===== config.mk =====
export PLATFORM = sky130hd
export DESIGN_NAME = updown_counter_seq_flat
export DESIGN_NICKNAME = d
export VERILOG_FILES = /design/src/rtl/updown_counter_seq_if.sv /design/src/rtl/updown_counter_seq.sv /design/src/flat_wrapper.sv
export SDC_FILE = /design/constraint.sdc
export NUM_CORES = 1
export LEC_CHECK = 0
export ABC_AREA = 1
export BUFFER_PORTS_ARGS = -buffer_cell sky130_fd_sc_hd__buf_2
export CORE_AREA = 2 2 84 86
export DETAILED_ROUTE_END_ITERATION = 8
export DIE_AREA = 0 0 86 88
export HOLD_SLACK_MARGIN = 0.1
export PLACE_DENSITY = 0.6
export SLEW_MARGIN = 20
export SYNTH_ARGS = -nofsm -noshare
export SYNTH_HDL_FRONTEND = slang
export SYNTH_SLANG_ARGS = --single-unit

===== constraint.sdc =====
create_clock -name clk -period 1.9 [get_ports clk]
set_clock_uncertainty 0.05 [all_clocks]
set_input_delay 0.38 -clock clk [delete_from_list [all_inputs] [get_ports clk]]
set_output_delay 0.38 -clock clk [all_outputs]
set_load 0.02 [all_outputs]

===== src/rtl/updown_counter_seq_if.sv =====
// ============================================================================
// updown_counter_seq_if : command/status bundle of the up/down counter sequencer
// Revision 1.0
// ============================================================================
`default_nettype none

interface updown_counter_seq_if #(
  parameter int WIDTH = 8
);
  logic             cmd_valid;
  logic             cmd_ready;
  logic             cmd_dir;
  logic [WIDTH-1:0] cmd_start;
  logic [WIDTH-1:0] cmd_len;
  logic             pause;
  logic             abort;
  logic             busy;
  logic             done;
  logic [WIDTH-1:0] result;
  logic             wrapped;

  modport master (
    output cmd_valid, cmd_dir, cmd_start, cmd_len, pause, abort,
    input  cmd_ready, busy, done, result, wrapped
  );

  modport slave (
    input  cmd_valid, cmd_dir, cmd_start, cmd_len, pause, abort,
    output cmd_ready, busy, done, result, wrapped
  );
endinterface

`default_nettype wire


===== src/rtl/updown_counter_seq.sv =====
// ============================================================================
// updown_counter_seq : runs one load/step job per command on an external counter
// Revision 1.0
// ============================================================================
`default_nettype none

module updown_counter_seq #(
  parameter int WIDTH    = 8,
  parameter int STEP_GAP = 0
) (
  input  wire logic             clk,
  input  wire logic             rst_n,
  updown_counter_seq_if.slave   cmd,
  output logic                  cnt_load,
  output logic [WIDTH-1:0]      cnt_data,
  output logic                  cnt_en,
  output logic                  cnt_m,
  input  wire logic [WIDTH-1:0] cnt_count
);

  localparam bit       HAS_GAP  = (STEP_GAP > 0);
  localparam logic [3:0] GAP_LAST = HAS_GAP ? 4'(STEP_GAP - 1) : 4'd0;

  typedef enum logic [2:0] {
    S_IDLE = 3'd0,
    S_LOAD = 3'd1,
    S_RUN  = 3'd2,
    S_GAP  = 3'd3,
    S_DONE = 3'd4
  } state_t;

  state_t           state_q, state_d;
  logic             dir_q, dir_d;
  logic [WIDTH-1:0] start_q, start_d;
  logic [WIDTH-1:0] remaining_q, remaining_d;
  logic [3:0]       gap_q, gap_d;
  logic             wrap_q, wrap_d;
  logic [WIDTH-1:0] result_q, result_d;
  logic             wrapped_q, wrapped_d;
  logic             step_wraps;

  // Value seen before the step is the one that rolls over on this step.
  assign step_wraps = dir_q ? (cnt_count == '0) : (cnt_count == '1);

  always_ff @(posedge clk or negedge rst_n) begin
    if (!rst_n) begin
      state_q     <= S_IDLE;
      dir_q       <= 1'b0;
      start_q     <= '0;
      remaining_q <= '0;
      gap_q       <= 4'd0;
      wrap_q      <= 1'b0;
      result_q    <= '0;
      wrapped_q   <= 1'b0;
    end else begin
      state_q     <= state_d;
      dir_q       <= dir_d;
      start_q     <= start_d;
      remaining_q <= remaining_d;
      gap_q       <= gap_d;
      wrap_q      <= wrap_d;
      result_q    <= result_d;
      wrapped_q   <= wrapped_d;
    end
  end

  always_comb begin
    state_d     = state_q;
    dir_d       = dir_q;
    start_d     = start_q;
    remaining_d = remaining_q;
    gap_d       = gap_q;
    wrap_d      = wrap_q;
    result_d    = result_q;
    wrapped_d   = wrapped_q;

    case (state_q)
      S_IDLE: begin
        if (cmd.cmd_valid) begin
          dir_d       = cmd.cmd_dir;
          start_d     = cmd.cmd_start;
          remaining_d = cmd.cmd_len;
          gap_d       = 4'd0;
          wrap_d      = 1'b0;
          state_d     = S_LOAD;
        end
      end

      S_LOAD: begin
        if (cmd.abort) begin
          state_d = S_IDLE;
        end else if (remaining_q == '0) begin
          state_d = S_DONE;
        end else begin
          state_d = S_RUN;
        end
      end

      S_RUN: begin
        if (cmd.abort) begin
          state_d = S_IDLE;
        end else if (!cmd.pause) begin
          remaining_d = remaining_q - WIDTH'(1);
          if (step_wraps) begin
            wrap_d = 1'b1;
          end
          if (remaining_q == WIDTH'(1)) begin
            state_d = S_DONE;
          end else if (HAS_GAP) begin
            gap_d   = 4'd0;
            state_d = S_GAP;
          end
        end
      end

      S_GAP: begin
        if (cmd.abort) begin
          state_d = S_IDLE;
        end else if (!cmd.pause) begin
          if (gap_q == GAP_LAST) begin
            gap_d   = 4'd0;
            state_d = S_RUN;
          end else begin
            gap_d = gap_q + 4'd1;
          end
        end
      end

      S_DONE: begin
        result_d  = cnt_count;
        wrapped_d = wrap_q;
        state_d   = S_IDLE;
      end

      default: begin
        state_d = S_IDLE;
      end
    endcase
  end

  assign cnt_load      = (state_q == S_LOAD);
  assign cnt_data      = start_q;
  assign cnt_en        = (state_q == S_RUN) && !cmd.pause;
  assign cnt_m         = (state_q != S_IDLE) && dir_q;

  assign cmd.cmd_ready = (state_q == S_IDLE);
  assign cmd.busy      = (state_q != S_IDLE);
  assign cmd.done      = (state_q == S_DONE);
  assign cmd.result    = result_q;
  assign cmd.wrapped   = wrapped_q;

endmodule

`default_nettype wire


===== src/flat_wrapper.sv =====
// flat-port wrapper written by rule: the top's interface ports become plain ports
module updown_counter_seq_flat 
#(
  parameter int WIDTH    = 8,
  parameter int STEP_GAP = 0
)
  (clk, rst_n, cnt_load, cnt_data, cnt_en, cnt_m, cnt_count, cmd_cmd_valid, cmd_cmd_dir, cmd_cmd_start, cmd_cmd_len, cmd_pause, cmd_abort, cmd_cmd_ready, cmd_busy, cmd_done, cmd_result, cmd_wrapped);
  updown_counter_seq_if #(.WIDTH(WIDTH)) cmd_i ();
  input  wire logic clk;
  input  wire logic rst_n;
  output logic cnt_load;
  output logic [WIDTH-1:0] cnt_data;
  output logic cnt_en;
  output logic cnt_m;
  input  wire logic [WIDTH-1:0] cnt_count;
  input wire logic [$bits(cmd_i.cmd_valid)-1:0] cmd_cmd_valid;
  input wire logic [$bits(cmd_i.cmd_dir)-1:0] cmd_cmd_dir;
  input wire logic [$bits(cmd_i.cmd_start)-1:0] cmd_cmd_start;
  input wire logic [$bits(cmd_i.cmd_len)-1:0] cmd_cmd_len;
  input wire logic [$bits(cmd_i.pause)-1:0] cmd_pause;
  input wire logic [$bits(cmd_i.abort)-1:0] cmd_abort;
  output wire logic [$bits(cmd_i.cmd_ready)-1:0] cmd_cmd_ready;
  output wire logic [$bits(cmd_i.busy)-1:0] cmd_busy;
  output wire logic [$bits(cmd_i.done)-1:0] cmd_done;
  output wire logic [$bits(cmd_i.result)-1:0] cmd_result;
  output wire logic [$bits(cmd_i.wrapped)-1:0] cmd_wrapped;
  assign cmd_i.cmd_valid = cmd_cmd_valid;
  assign cmd_i.cmd_dir = cmd_cmd_dir;
  assign cmd_i.cmd_start = cmd_cmd_start;
  assign cmd_i.cmd_len = cmd_cmd_len;
  assign cmd_i.pause = cmd_pause;
  assign cmd_i.abort = cmd_abort;
  assign cmd_cmd_ready = cmd_i.cmd_ready;
  assign cmd_busy = cmd_i.busy;
  assign cmd_done = cmd_i.done;
  assign cmd_result = cmd_i.result;
  assign cmd_wrapped = cmd_i.wrapped;
  updown_counter_seq #(.WIDTH(WIDTH), .STEP_GAP(STEP_GAP)) u_core (.clk(clk), .rst_n(rst_n), .cmd(cmd_i), .cnt_load(cnt_load), .cnt_data(cnt_data), .cnt_en(cnt_en), .cnt_m(cnt_m), .cnt_count(cnt_count));
endmodule

After elaboration in Yosys (flattened, before gate mapping)
Index checks and enable logic that the tools add are counted.
- multiplexer cells: 25
- equality and inequality tests: 16
- add/subtract/negate cells: 2
- reductions and logical operators: 15
- operator list (kind ; number):
    two-way mux 3 bit ; 9
    two-way mux 8 bit ; 3
    zero test 8 bit ; 2
    two-way mux 4 bit ; 4
    case mux 8 bit (2 select lines) ; 1
    case mux 3 bit (4 select lines) ; 1
    inequality test 2 bit (second input constant) ; 5
    AND reduction 5 bit ; 2
    == test 8 x 1 -> 1 bit (second input constant) ; 1
    == test 8 bit (second input constant) ; 1
    case mux 4 bit (2 select lines) ; 1
    AND reduction 4 bit ; 2
    subtractor 8 x 1 -> 8 bit (second input constant) ; 1
    == test 3 x 2 -> 1 bit (second input constant) ; 2
    inequality test 3 x 2 -> 1 bit (second input constant) ; 2
    inequality test 3 bit (second input constant) ; 2
    two-way mux 1 bit ; 5
    adder 4 x 1 -> 4 bit (second input constant) ; 1
    zero test 4 bit ; 1
    nonzero test 2 bit ; 2
    == test 3 x 1 -> 1 bit (second input constant) ; 1
    == test 3 bit (second input constant) ; 1
    zero test 3 bit ; 1
    nonzero test 3 bit ; 1
    other kinds (5) ; 6
- bits of input ports: 30
- word-level logic and storage cells: 66
- output and inout bits: 23
- bits in registers: 34

Logic depth before layout (Yosys ltp)
Gate-level depths: netlist (run 1).
- depth after elaboration: 6
- mapped depth: 10
- depth with buffers taken out: 9

Worst setup path after synthesis (run 1)
No wires, ideal clock.
- path kind: register to output
- start point: register u_core.state_q[0]
- end point: output port cnt_m
- path slack: 0.308 ns
- cell stages (with the launch flop): 5
- buffers on the path: 0
- data arrival time: 1.162 ns
- data required time: 1.470 ns
- path through: dfrtp_1 > nor2_4 > nand2_1 > inv_2 > nor2_1
- word-level cells in the longest chain between the ends: 2
- RTL lines (element ; RTL line ; source):
    start: declaration ; updown_counter_seq.sv:32 ; state_t state_q, state_d;
    start signal: assignment ; updown_counter_seq.sv:56 ; state_q <= state_d;
    nonzero test 3 bit ; - ;
    net cmd_busy ; flat_wrapper.sv:23 ; output wire logic [$bits(cmd_i.busy)-1:0] cmd_busy;
    logical AND 1 bit ; updown_counter_seq.sv:144 ; assign cnt_m = (state_q != S_IDLE) && dir_q;
    end: declaration ; flat_wrapper.sv:14 ; output logic cnt_m;
The timed path passes the listed nets, and every way through them passes these cells.

Worst setup path in the final report (run 1)
- start point: register u_core.state_q[2]
- end point: output port cnt_en
- word-level cells in the longest chain between the ends: 2
- RTL lines (element ; RTL line ; source):
    == test 3 x 2 -> 1 bit ; updown_counter_seq.sv:143 ; assign cnt_en = (state_q == S_RUN) && !cmd.pause;
    logical AND 1 bit ; updown_counter_seq.sv:143 ;
    end: declaration ; flat_wrapper.sv:13 ; output logic cnt_en;
No other way between the ends.

==> results by group, run 1 <==
Setup path
  • Reg2reg start: u_core.state_q[2]
  • CP startpoint: u_core.state_q[2]
  • WS Path Type: reg2out
  • Worst R2R Setup Slack: 0.27 ns
  • Crit path capture type: output port
  • CP Max Fanout: 9
  • Startpoint types: flip-flop
  • Required @ worst endpoint: 1.47 ns
  • Critical Path AT: 1.36 ns

Timing
  • Unrepaired setup endpoints after global routing: no
  • Worst Max-Slew Pin Slew: 0.4441 ns
  • Setup_tns: 0 ns
  • Crit path time final: 1.794 ns
  • Endpoints failing hold: 0
  • Fmax: 557.4 MHz
  • Setup violators final: 0
  • Final hold slack: 0.2344 ns
  • Final max-slew violation count: 0
  • Fin crit share: 0.9442
  • Setup ws final: 0.1059 ns
  • Slew HR: 0.7040

Power
  • Static Leak: 0.001301 uW
  • Clock power frac: 0.162
  • PwrDens: 1472 mW/mm^2
  • Total Power: 3463 uW
  • Sequential share of power: 0.353
  • Sw frac: 0.4662
  • NetSw: 1614 uW
  • Logic pwr share: 0.485
  • VDD IR max: 0.5161 mV
  • Pint: 1848 uW

CTS
  • Post-CTS Setup Repair Bufs: 0
  • Clk sink count: 34
  • Root buffer cell: clkbuf_8
  • H-tree depth: 2
  • Worst-Skew Late Latency: 0.29 ns
  • CTS Buffer Depth: 2
  • Total CTS buffers: 5
  • Clock transition at path regs: 0.07 ns
  • CTS tree: done

Global routing
  • GR Util All Layers: 0.1263
  • First-pass GRT wire length: 7.445 mm
  • Vias in the first global route: 1650
  • Initial antenna violation count: 0
  • Congestion Overflow GR: 0
  • Largest net degree at the start of global routing: 35

Yosys
  • Synth Area per Inst: 7.284 sq um
  • Synth warn: 0
  • Post-synth net total: 298
  • Sequential area share after synthesis: 0.4424
  • Cell count after synthesis: 264
  • Post-Syn Area: 0.001923 sq mm
  • Yosys cell types: 27
  • Yosys reg bits: 34

Routing
  • Drt pass-1 iters: 4
  • Total Wirelength: 4.501 mm
  • DR iter-0 viols: 70
  • Avg WL per Cell: 11.22 um
  • Via-per-instance ratio: 4.374
  • Routed Antenna Nets: 0
  • Vias: 1754
  • DRC errors left: 0

Place
  • Post-Place Worst Slack: 0.2400 ns
  • Buffers on Ports: 52
  • Dpl hpwl: 3.482 mm
  • Final GP Congestion: 0.8068

Run status
  • Outcome: finished, final reports clean

Final layout
  • Fillers: 698
  • N_diodes: 0
  • Register area: 853.3 sq um
  • Area of the multi-input gates: 905.9 sq um
  • Share of post-route cells with drive strength above 1: 0.2492
  • Final nets: 354
  • Synth-to-layout area growth: 22.32%

Worst hold path
  • HP Start: cmd_cmd_start[1]
  • HP Class: in2reg

Floorplan
  • Initial core utilization: 0.2895
  • Chip Height: 88 um
  • DIE WIDTH: 86 um
  • Num ports: 53
  • Row cnt: 30
  • Die Area: 0.007568 sq mm
  • Core Region: 0.006644 sq mm

Run
  • Max-cap violations: 0
==> timing repair <==
action	in CTS	in global routing
setup endpoints to repair	1	2
gates resized for setup	1	2
pin swaps	0	0
endpoints found under the hold margin	34	0
hold buffers	1	0
==> worst max-delay path: stages (launching register included) <==
cell     delay [ns]
dfrtp_1        0.44
nor2_4         0.21
nand2_4        0.12
nor2_1         0.13
buf_2          0.18
==> cells in the final DEF (no fill, tap or decap), types with 2 or more instances in the layout <==
master,Yosys,routed
nor2_4,2,2
buf_4,2,2
o21ai_0,12,12
nor3_1,5,5
inv_1,26,26
nand3_1,18,18
dfrtp_1,34,32
ha_1,4,4
inv_2,4,4
nor2_1,29,29
nand2_4,1,2
clkbuf_8,2,6
dfrtp_2,0,2
nand2_2,4,3
nand2_1,101,101
o21ai_1,6,6
buf_2,1,52
a21oi_1,3,3
==> per-stage QoR <==
| step | instances | utilization | instance area [sq um] |
|---|---|---|---|
| after detailed placement | 392 | 0.3371 | 2240 |
| after global placement | 392 | 0.3371 | 2240 |
| after global routing | 401 | 0.3540 | 2352 |
| after floorplan | 264 | - | 1923 |
| final | 401 | 0.3540 | 2352 |
| after CTS | 401 | 0.3531 | 2346 |
==> layer usage <==
metal	wire length (um)	global-route usage	share of wire
met5	0	0	0
met1	2056	0.1631	0.46
met3	227	0.03770	0.050
met2	2137	0.2023	0.47
met4	79	0.04329	0.018
==> power by group through the flow <==
stage	clock [uW]	combinational, uW	sequential, uW
2_1_floorplan	0	1050	1410
6_report	562	1680	1220
4_1_cts	589	1700	1220
3_5_place_dp	0	1700	1230
3_3_place_gp	0	1670	1220
5_1_grt	603	1920	1270
==> final timing paths <==
path / endpoint / cells after the start
worst max-delay path: cnt_en / 4
worst min-delay path: u_core.cnt_data[1] / 3
worst max register to register: u_core.dir_q / 6
worst min register to register: u_core.cmd.result[2] / 2
max in group asynchronous: u_core.state_q[0] / 3
min in group asynchronous: u_core.remaining_q[6] / 3
==> state kept, by name, indices dropped and copies added, names as in the netlist <==
signal / flops
u_core.gap_q: 4
u_core.dir_q: 1
u_core.cmd.result: 8
u_core.wrap_q: 1
u_core.remaining_q: 8
u_core.state_q: 3
u_core.cmd.wrapped: 1
u_core.cnt_data: 8
==> final cells by class <==
class | count | share of cell area
sequential | 34 | 0.3628
clock inverter | 2 | 0.005319
inverter | 30 | 0.04787
multi-input combinational | 194 | 0.3851
clock buffer | 6 | 0.03511
timing repair buffer | 55 | 0.1213
tap | 80 | 0.04255
==> cell usage after synthesis <==
cell	count	area, sq um
a21oi_1	3	15.01
buf_2	1	5.000
buf_4	2	15.01
buf_6	1	11.26
clkbuf_8	2	27.53
dfrtp_1	34	850.8
ha_1	4	50.05
inv_1	26	97.59
inv_2	4	15.01
nand2_1	101	379.1
nand2_2	4	25.02
nand2_4	1	11.26
nand3_1	18	90.09
nand3_2	1	10.01
nand3b_1	1	7.510
nand3b_2	1	11.26
nand4_1	1	6.260
nor2_1	29	108.9
nor2_4	2	22.52
nor3_1	5	25.02
nor3_4	1	16.27
o21ai_0	12	60.06
o21ai_1	6	30.03
or2_2	1	6.260
or2_4	1	8.760
xnor2_1	1	8.760
xor2_1	1	8.760
==> logic make-up (layout without fill, tap and decap cells) <==
family,Yosys count,after routing,share of synthesized area
adder cells (fa/ha/maj),4,4,0.02603
XOR/XNOR,2,2,0.009110
AND/OR/NAND/NOR,167,167,0.3787
flip-flops,34,34,0.4424
AO/OA/AOI/OAI,21,21,0.05465
buffers and inverters,36,93,0.08913
Note: power is estimated with default switching activity, not from simulation.
==> run 2, diff against run 1 <==
--- a/config.mk
+++ b/config.mk
@@ -11,7 +11,7 @@
 export DETAILED_ROUTE_END_ITERATION = 8
 export DIE_AREA = 0 0 86 88
 export HOLD_SLACK_MARGIN = 0.1
-export PLACE_DENSITY = 0.6
+export SETUP_SLACK_MARGIN = 0.5
 export SLEW_MARGIN = 20
 export SYNTH_ARGS = -nofsm -noshare
 export SYNTH_HDL_FRONTEND = slang
==> run 2 against run 1 <==
  * Via count increased by 6.8%
  * Utilization increased by 4.4 points
  * Critical path depth increased by 1
  * Count of clock-buffer cells in the layout increased by 1
  * Wire length increased by 7.4%
  * Power increased by 15%
==> results by group, run 2 (same netlist as run 1, synthesis figures left out) <==
Run status
  • Outcome: finished, final reports clean (unchanged)

Routing
  • Via-per-instance ratio: 4.473 (was 4.374)
  • Total Wirelength: 4.834 mm (was 4.501 mm)
  • Vias: 1874 (was 1754)
  • Drt pass-1 iters: 4 (unchanged)
  • DRC errors left: 0 (unchanged)
  • Routed Antenna Nets: 0 (unchanged)
  • Avg WL per Cell: 11.54 um (was 11.22 um)
  • DR iter-0 viols: 73 (was 70)

Run
  • Max-cap violations: 0 (unchanged)

Global routing
  • Initial antenna violation count: 0 (unchanged)
  • GR Util All Layers: 0.1260 (was 0.1263)
  • Congestion Overflow GR: 0 (unchanged)
  • Vias in the first global route: 1719 (was 1650)
  • Largest net degree at the start of global routing: 21 (was 35)
  • First-pass GRT wire length: 7.645 mm (was 7.445 mm)

Power
  • VDD IR max: 0.6481 mV (was 0.5161 mV)
  • Static Leak: 0.001389 uW (was 0.001301 uW)
  • PwrDens: 1502 mW/mm^2 (was 1472 mW/mm^2)

Setup path
  • Required @ worst endpoint: 1.47 ns (about the same)
  • Critical Path AT: 1.23 ns (was 1.36 ns)
  • Reg2reg start: u_core.state_q[0] (was u_core.state_q[2])
  • WS Path Type: reg2out (unchanged)
  • Reg-to-Reg End: u_core.remaining_q[0] (was u_core.dir_q)
  • Crit path capture: cnt_m (was cnt_en)
  • R2R cell count: 8 (was 6)
  • CP startpoint: u_core.state_q[0] (was u_core.state_q[2])
  • Crit path capture type: output port (unchanged)
  • CP Max Fanout: 4 (was 9)
  • Worst R2R Setup Slack: 0.30 ns (was 0.27 ns)
  • Startpoint types: flip-flop (unchanged)

Final layout
  • Area of the multi-input gates: 973.4 sq um (was 905.9 sq um)
  • Commonest non-fill, non-tap cells in the layout: 99 x nand2_1, 48 x buf_2, 31 x dfrtp_1 (was 101 x nand2_1, 52 x buf_2, 32 x dfrtp_1)
  • Leading cell type in the layout, fill and taps excluded: nand2_1 (unchanged)
  • Register area: 854.6 sq um (was 853.3 sq um)
  • Synth-to-layout area growth: 37.35% (was 22.32%)
  • Final nets: 372 (was 354)
  • Fillers: 681 (was 698)
  • N_diodes: 0 (unchanged)
  • Share of post-route cells with drive strength above 1: 0.3422 (was 0.2492)
  • Core Util, Final: 0.3976 (was 0.3540)
  • Fin area: 0.002641 sq mm (was 0.002352 sq mm)

CTS
  • Total CTS buffers: 5 (unchanged)
  • Clock transition at path regs: 0.07 ns (about the same)
  • CTS Buffer Depth: 2 (unchanged)
  • Clk sink count: 34 (unchanged)
  • Worst-Skew Late Latency: 0.28 ns (was 0.29 ns)
  • Root buffer cell: clkbuf_8 (unchanged)
  • H-tree depth: 2 (unchanged)
  • CTS tree: done (unchanged)

Timing
  • Fin crit share: 0.8730 (was 0.9442)
  • Slew HR: 0.7368 (was 0.7040)
  • Setup_tns: 0 ns (unchanged)
  • Fmax: 602.9 MHz (was 557.4 MHz)
  • Worst Max-Slew Pin Slew: 0.3947 ns (was 0.4441 ns)
  • Unrepaired setup endpoints after global routing: yes (was no)
  • Endpoints failing hold: 0 (unchanged)
  • Final max-slew violation count: 0 (unchanged)
  • Crit path time final: 1.659 ns (was 1.794 ns)
  • Setup violators final: 0 (unchanged)

Floorplan
  • Row cnt: 30 (unchanged)
  • Die Area: 0.007568 sq mm (unchanged)
  • Chip Height: 88 um (unchanged)
  • Core Region: 0.006644 sq mm (unchanged)
  • DIE WIDTH: 86 um (unchanged)
  • Num ports: 53 (unchanged)
  • Initial core utilization: 0.2895 (unchanged)

Worst hold path
  • HP Class: in2reg (unchanged)
  • Hold depth: 3 (unchanged)

Place
  • Final GP Congestion: 0.8015 (was 0.8068)
  • Buffers on Ports: 52 (unchanged)
  • Dpl hpwl: 3.467 mm (was 3.482 mm)
  • Placed instance area: 0.002271 sq mm (was 0.002240 sq mm)
==> run 2: worst max-delay path, stage by stage, from the launching register on <==
cell,delay (ns)
dfrtp_2,0.43
nor2_4,0.20
nand2_4,0.09
clkinv_4,0.06
nor2_2,0.03
buf_6,0.12
==> run 2: power breakdown <==
| group | switching, uW | internal (uW) | total (uW) |
|---|---|---|---|
| Combinational | 1360 | 828 | 2190 |
| Sequential | 208 | 1020 | 1230 |
| Clock | 259 | 292 | 552 |
| Total | 1830 | 2140 | 3970 |
==> run 2: worst min path at each step <==
stage                     slack, ns             start              endpoint
after floorplan                0.03             rst_n  u_core.cmd.result[0]
after global placement         0.28             rst_n    u_core.cnt_data[4]
after detailed placement       0.28             rst_n     u_core.state_q[1]
after CTS                      0.23  cmd_cmd_start[6]    u_core.cnt_data[6]
after global routing           0.24  cmd_cmd_start[0]    u_core.cnt_data[0]
final                          0.23  cmd_cmd_start[6]    u_core.cnt_data[6]
==> run 2: cell type report <==
| cell class | instances | share of cell area |
|---|---|---|
| clock buffers | 7 | 0.03269 |
| inverters | 30 | 0.05400 |
| repair buffers | 70 | 0.1724 |
| repair inverters | 3 | 0.009000 |
| flip-flops and latches | 34 | 0.3235 |
| multi-input cells | 194 | 0.3685 |
| well taps | 80 | 0.03790 |
| clock inverters | 1 | 0.001895 |
==> run 2: repair_timing <==
item                                   in CTS  in global routing
hold buffers                                1                  0
endpoints found under the hold margin      14                  0
buffers inserted                           12                  3
gates cloned                                2                  1
setup endpoints to repair                  31                 31
gates resized for setup                    28                 18
pin swaps                                   9                  7
==> run 2: metal layers <==
layer	vias to the layer above	wire length, um	global-route usage
li1	961	-	-
met1	865	2261	0.1715
met2	44	2337	0.2044
met3	4	198	0.02168
met4	0	37	0.04040
met5	-	0	0
==> run 2: per-stage QoR <==
stage	power [uW]	instances	setup WS [ns]	hold slack, ns
CTS	3834	415	0.2254	0.2324
finish	3968	419	0.2413	0.2350
floorplan	2506	264	0.4593	0.03441
detailed placement	2962	392	0.2463	0.2802
global placement	2934	392	0.2956	0.2838
global route	4278	419	0.1972	0.2418
==> run 3, diff against run 2 <==
--- a/config.mk
+++ b/config.mk
@@ -6,10 +6,10 @@
 export NUM_CORES = 1
 export LEC_CHECK = 0
 export ABC_AREA = 1
-export BUFFER_PORTS_ARGS = -buffer_cell sky130_fd_sc_hd__buf_2
 export CORE_AREA = 2 2 84 86
 export DETAILED_ROUTE_END_ITERATION = 8
 export DIE_AREA = 0 0 86 88
+export DONT_BUFFER_PORTS = 1
 export HOLD_SLACK_MARGIN = 0.1
 export SETUP_SLACK_MARGIN = 0.5
 export SLEW_MARGIN = 20
==> run 3 against run 2 <==
  * Clock power is 0.7% lower
  * Via count decreased by 11%
  * Count of clock-buffer cells in the layout did not move
  * Largest cell class unchanged
  * Wire length shrank 7.4%
  * Power fell by 7.7%
  * Maximum frequency up 0.79%
  * Highest routed layer unchanged
  * Non-clock buffer count decreased by 51
  * Critical path type unchanged
  * Largest power group unchanged
==> results by group, run 3 (same netlist as run 1, synthesis figures left out) <==
Timing
  • Crit path time final: 1.646 ns (was 1.659 ns)
  • Fin crit share: 0.8661 (was 0.8730)
  • Endpoints failing hold: 0 (unchanged)
  • Worst Max-Slew Pin Slew: 0.3146 ns (was 0.3947 ns)
  • Setup ws final: 0.2543 ns (was 0.2413 ns)
  • Setup_tns: 0 ns (unchanged)
  • Final max-slew violation count: 0 (unchanged)
  • Unrepaired setup endpoints after global routing: yes (unchanged)
  • Fmax: 607.7 MHz (was 602.9 MHz)
  • Slew HR: 0.7895 (was 0.7368)
  • Setup violators final: 0 (unchanged)

Worst hold path
  • Hold depth: 2 (was 3)
  • Worst Hold End: u_core.cnt_data[0] (was u_core.cnt_data[6])
  • HP Start: cmd_cmd_start[0] (was cmd_cmd_start[6])
  • HP Class: in2reg (unchanged)

Routing
  • Routed Antenna Nets: 0 (unchanged)
  • Drt pass-1 iters: 4 (unchanged)
  • Vias: 1675 (was 1874)
  • Total Wirelength: 4.478 mm (was 4.834 mm)
  • DR iter-0 viols: 40 (was 73)
  • Via-per-instance ratio: 4.564 (was 4.473)
  • Avg WL per Cell: 12.20 um (was 11.54 um)
  • DRC errors left: 0 (unchanged)

Setup path
  • Startpoint types: flip-flop (unchanged)
  • Reg-to-Reg End: u_core.remaining_q[4] (was u_core.remaining_q[0])
  • Slowest cell on the critical path: dfrtp_2 (unchanged)
  • Critical path buffers and inverters: 1 (was 2)
  • CP delay by family, top: flip-flops (unchanged)
  • CP Max Fanout: 4 (unchanged)
  • Crit path capture type: output port (unchanged)
  • Worst R2R Setup Slack: 0.29 ns (was 0.30 ns)
  • Reg2reg start: u_core.state_q[1] (was u_core.state_q[0])
  • CP peak stage delay: 0.46 ns (was 0.43 ns)
  • Required @ worst endpoint: 1.47 ns (about the same)
  • Crit path cell chain: nor2_4 > nand2_4 > inv_6 > nor2_4 (was nor2_4 > nand2_4 > clkinv_4 > nor2_2 > buf_6)
  • WS Path Type: reg2out (unchanged)
  • Critical Path AT: 1.22 ns (was 1.23 ns)
  • Most common cell on crit path: nor2_4
  • R2R cell count: 8 (unchanged)

CTS
  • Root buffer cell: clkbuf_8 (unchanged)
  • Total CTS buffers: 5 (unchanged)
  • Clock transition at path regs: 0.07 ns (about the same)
  • Clk sink count: 34 (unchanged)
  • CTS tree: done (unchanged)
  • CTS Buffer Depth: 2 (unchanged)
  • H-tree depth: 2 (unchanged)
  • Worst-Skew Late Latency: 0.28 ns (about the same)

Final layout
  • Leading cell type in the layout, fill and taps excluded: nand2_1 (unchanged)
  • Layout Cells excl Fill: 367 (was 419)
  • N_diodes: 0 (unchanged)
  • Commonest non-fill, non-tap cells in the layout: 97 x nand2_1, 31 x dfrtp_1, 21 x nor2_1 (was 99 x nand2_1, 48 x buf_2, 31 x dfrtp_1)
  • Fillers: 683 (was 681)
  • Core Util, Final: 0.3591 (was 0.3976)
  • Final nets: 320 (was 372)
  • Fin area: 0.002386 sq mm (was 0.002641 sq mm)
  • Share of post-route cells with drive strength above 1: 0.2439 (was 0.3422)
  • Synth-to-layout area growth: 24.07% (was 37.35%)

Place
  • Placed instance area: 0.001991 sq mm (was 0.002271 sq mm)
  • Post-Place Worst Slack: 0.2543 ns (was 0.2463 ns)
  • Dpl hpwl: 3.200 mm (was 3.467 mm)
  • Cell Count Post-Placement: 339 (was 392)
  • Buffers on Ports: 0 (was 52)
  • Final GP Congestion: 0.8321 (was 0.8015)

Floorplan
  • Core Region: 0.006644 sq mm (unchanged)
  • Chip Height: 88 um (unchanged)
  • Row cnt: 30 (unchanged)
  • Num ports: 53 (unchanged)
  • Die Area: 0.007568 sq mm (unchanged)
  • Initial core utilization: 0.2895 (unchanged)
  • DIE WIDTH: 86 um (unchanged)

Global routing
  • First-pass GRT wire length: 7.272 mm (was 7.645 mm)
  • GR Util All Layers: 0.1204 (was 0.1260)
  • Vias in the first global route: 1583 (was 1719)
  • Congestion Overflow GR: 0 (unchanged)
  • Initial antenna violation count: 0 (unchanged)
  • Largest net degree at the start of global routing: 35 (was 21)

Power
  • PwrDens: 1535 mW/mm^2 (was 1502 mW/mm^2)
  • Static Leak: 0.001181 uW (was 0.001389 uW)
  • VDD IR max: 0.6656 mV (was 0.6481 mV)

Run status
  • Outcome: finished, final reports clean (unchanged)

Run
  • Max-cap violations: 0 (unchanged)
==> run 3: cell count changes in the layout (fill, tap and decap cells not counted), sizes merged <==
cell	before	now
buf	69	17
clkbuf	7	8
clkinv	3	2
==> run 3: layout make-up <==
class / count / area (sq um) / area share
Clock inverter: 1 / 5.005 / 0.002098
Tap cell: 80 / 100.1 / 0.04195
Sequential cell: 34 / 854.6 / 0.3582
Clock buffer: 7 / 86.33 / 0.03618
Timing Repair Buffer: 19 / 166.4 / 0.06974
Inverter: 30 / 142.6 / 0.05978
Multi-Input combinational cell: 194 / 1016 / 0.4258
Timing Repair inverter: 2 / 15.01 / 0.006293
==> run 3: report_power, final <==
part / leakage [uW] / internal [uW] / switching, uW / total [uW]
Clock: 0.0000482 / 292 / 256 / 548
Sequential: 0.000422 / 1020 / 459 / 1480
Combinational: 0.000711 / 604 / 1030 / 1630
Total: 0.00118 / 1920 / 1740 / 3660
==> run 3: worst max path at each step <==
stage | start | to | cells after the start
floorplan | u_core.state_q[0] | u_core.state_q[1] | 9
global placement | u_core.state_q[0] | u_core.dir_q | 6
detailed placement | u_core.state_q[0] | u_core.dir_q | 6
CTS | u_core.state_q[0] | cnt_m | 4
global route | u_core.state_q[0] | cnt_m | 4
finish | u_core.state_q[0] | cnt_m | 4
==> run 3: timing repair <==
action,in CTS,in global routing
setup endpoints to repair,31,31
pin swaps,5,7
gates resized for setup,23,23
hold buffers,2,0
gates cloned,2,0
buffers inserted,9,7
hold endpoints to repair,34,0
==> run 3: metal layers <==
layer	routed length [um]	GRT usage	share of wire
met2	2138	0.1875	0.48
met5	0	0	0
met4	40	0.03030	0.0089
met3	287	0.04241	0.064
met1	2011	0.1603	0.45
==> run 3: worst reg2reg max path, stage by stage, from the launching register on <==
cell      delay (ns)
dfrtp_2         0.46
buf_4           0.17
nand2_4         0.08
buf_8           0.13
clkinv_8        0.05
clkbuf_2        0.15
or2_2           0.28
nand3_1         0.08
o21ai_1         0.06
==> run 3: metrics by stage <==
| stage | power, uW | hold WS [ns] |
|---|---|---|
| 2_1_floorplan | 2506 | 0.03441 |
| 3_3_place_gp | 2684 | 0.03508 |
| 3_5_place_dp | 2703 | 0.03495 |
| 4_1_cts | 3565 | 0.1443 |
| 5_1_grt | 3979 | 0.1401 |
| 6_report | 3662 | 0.1544 |
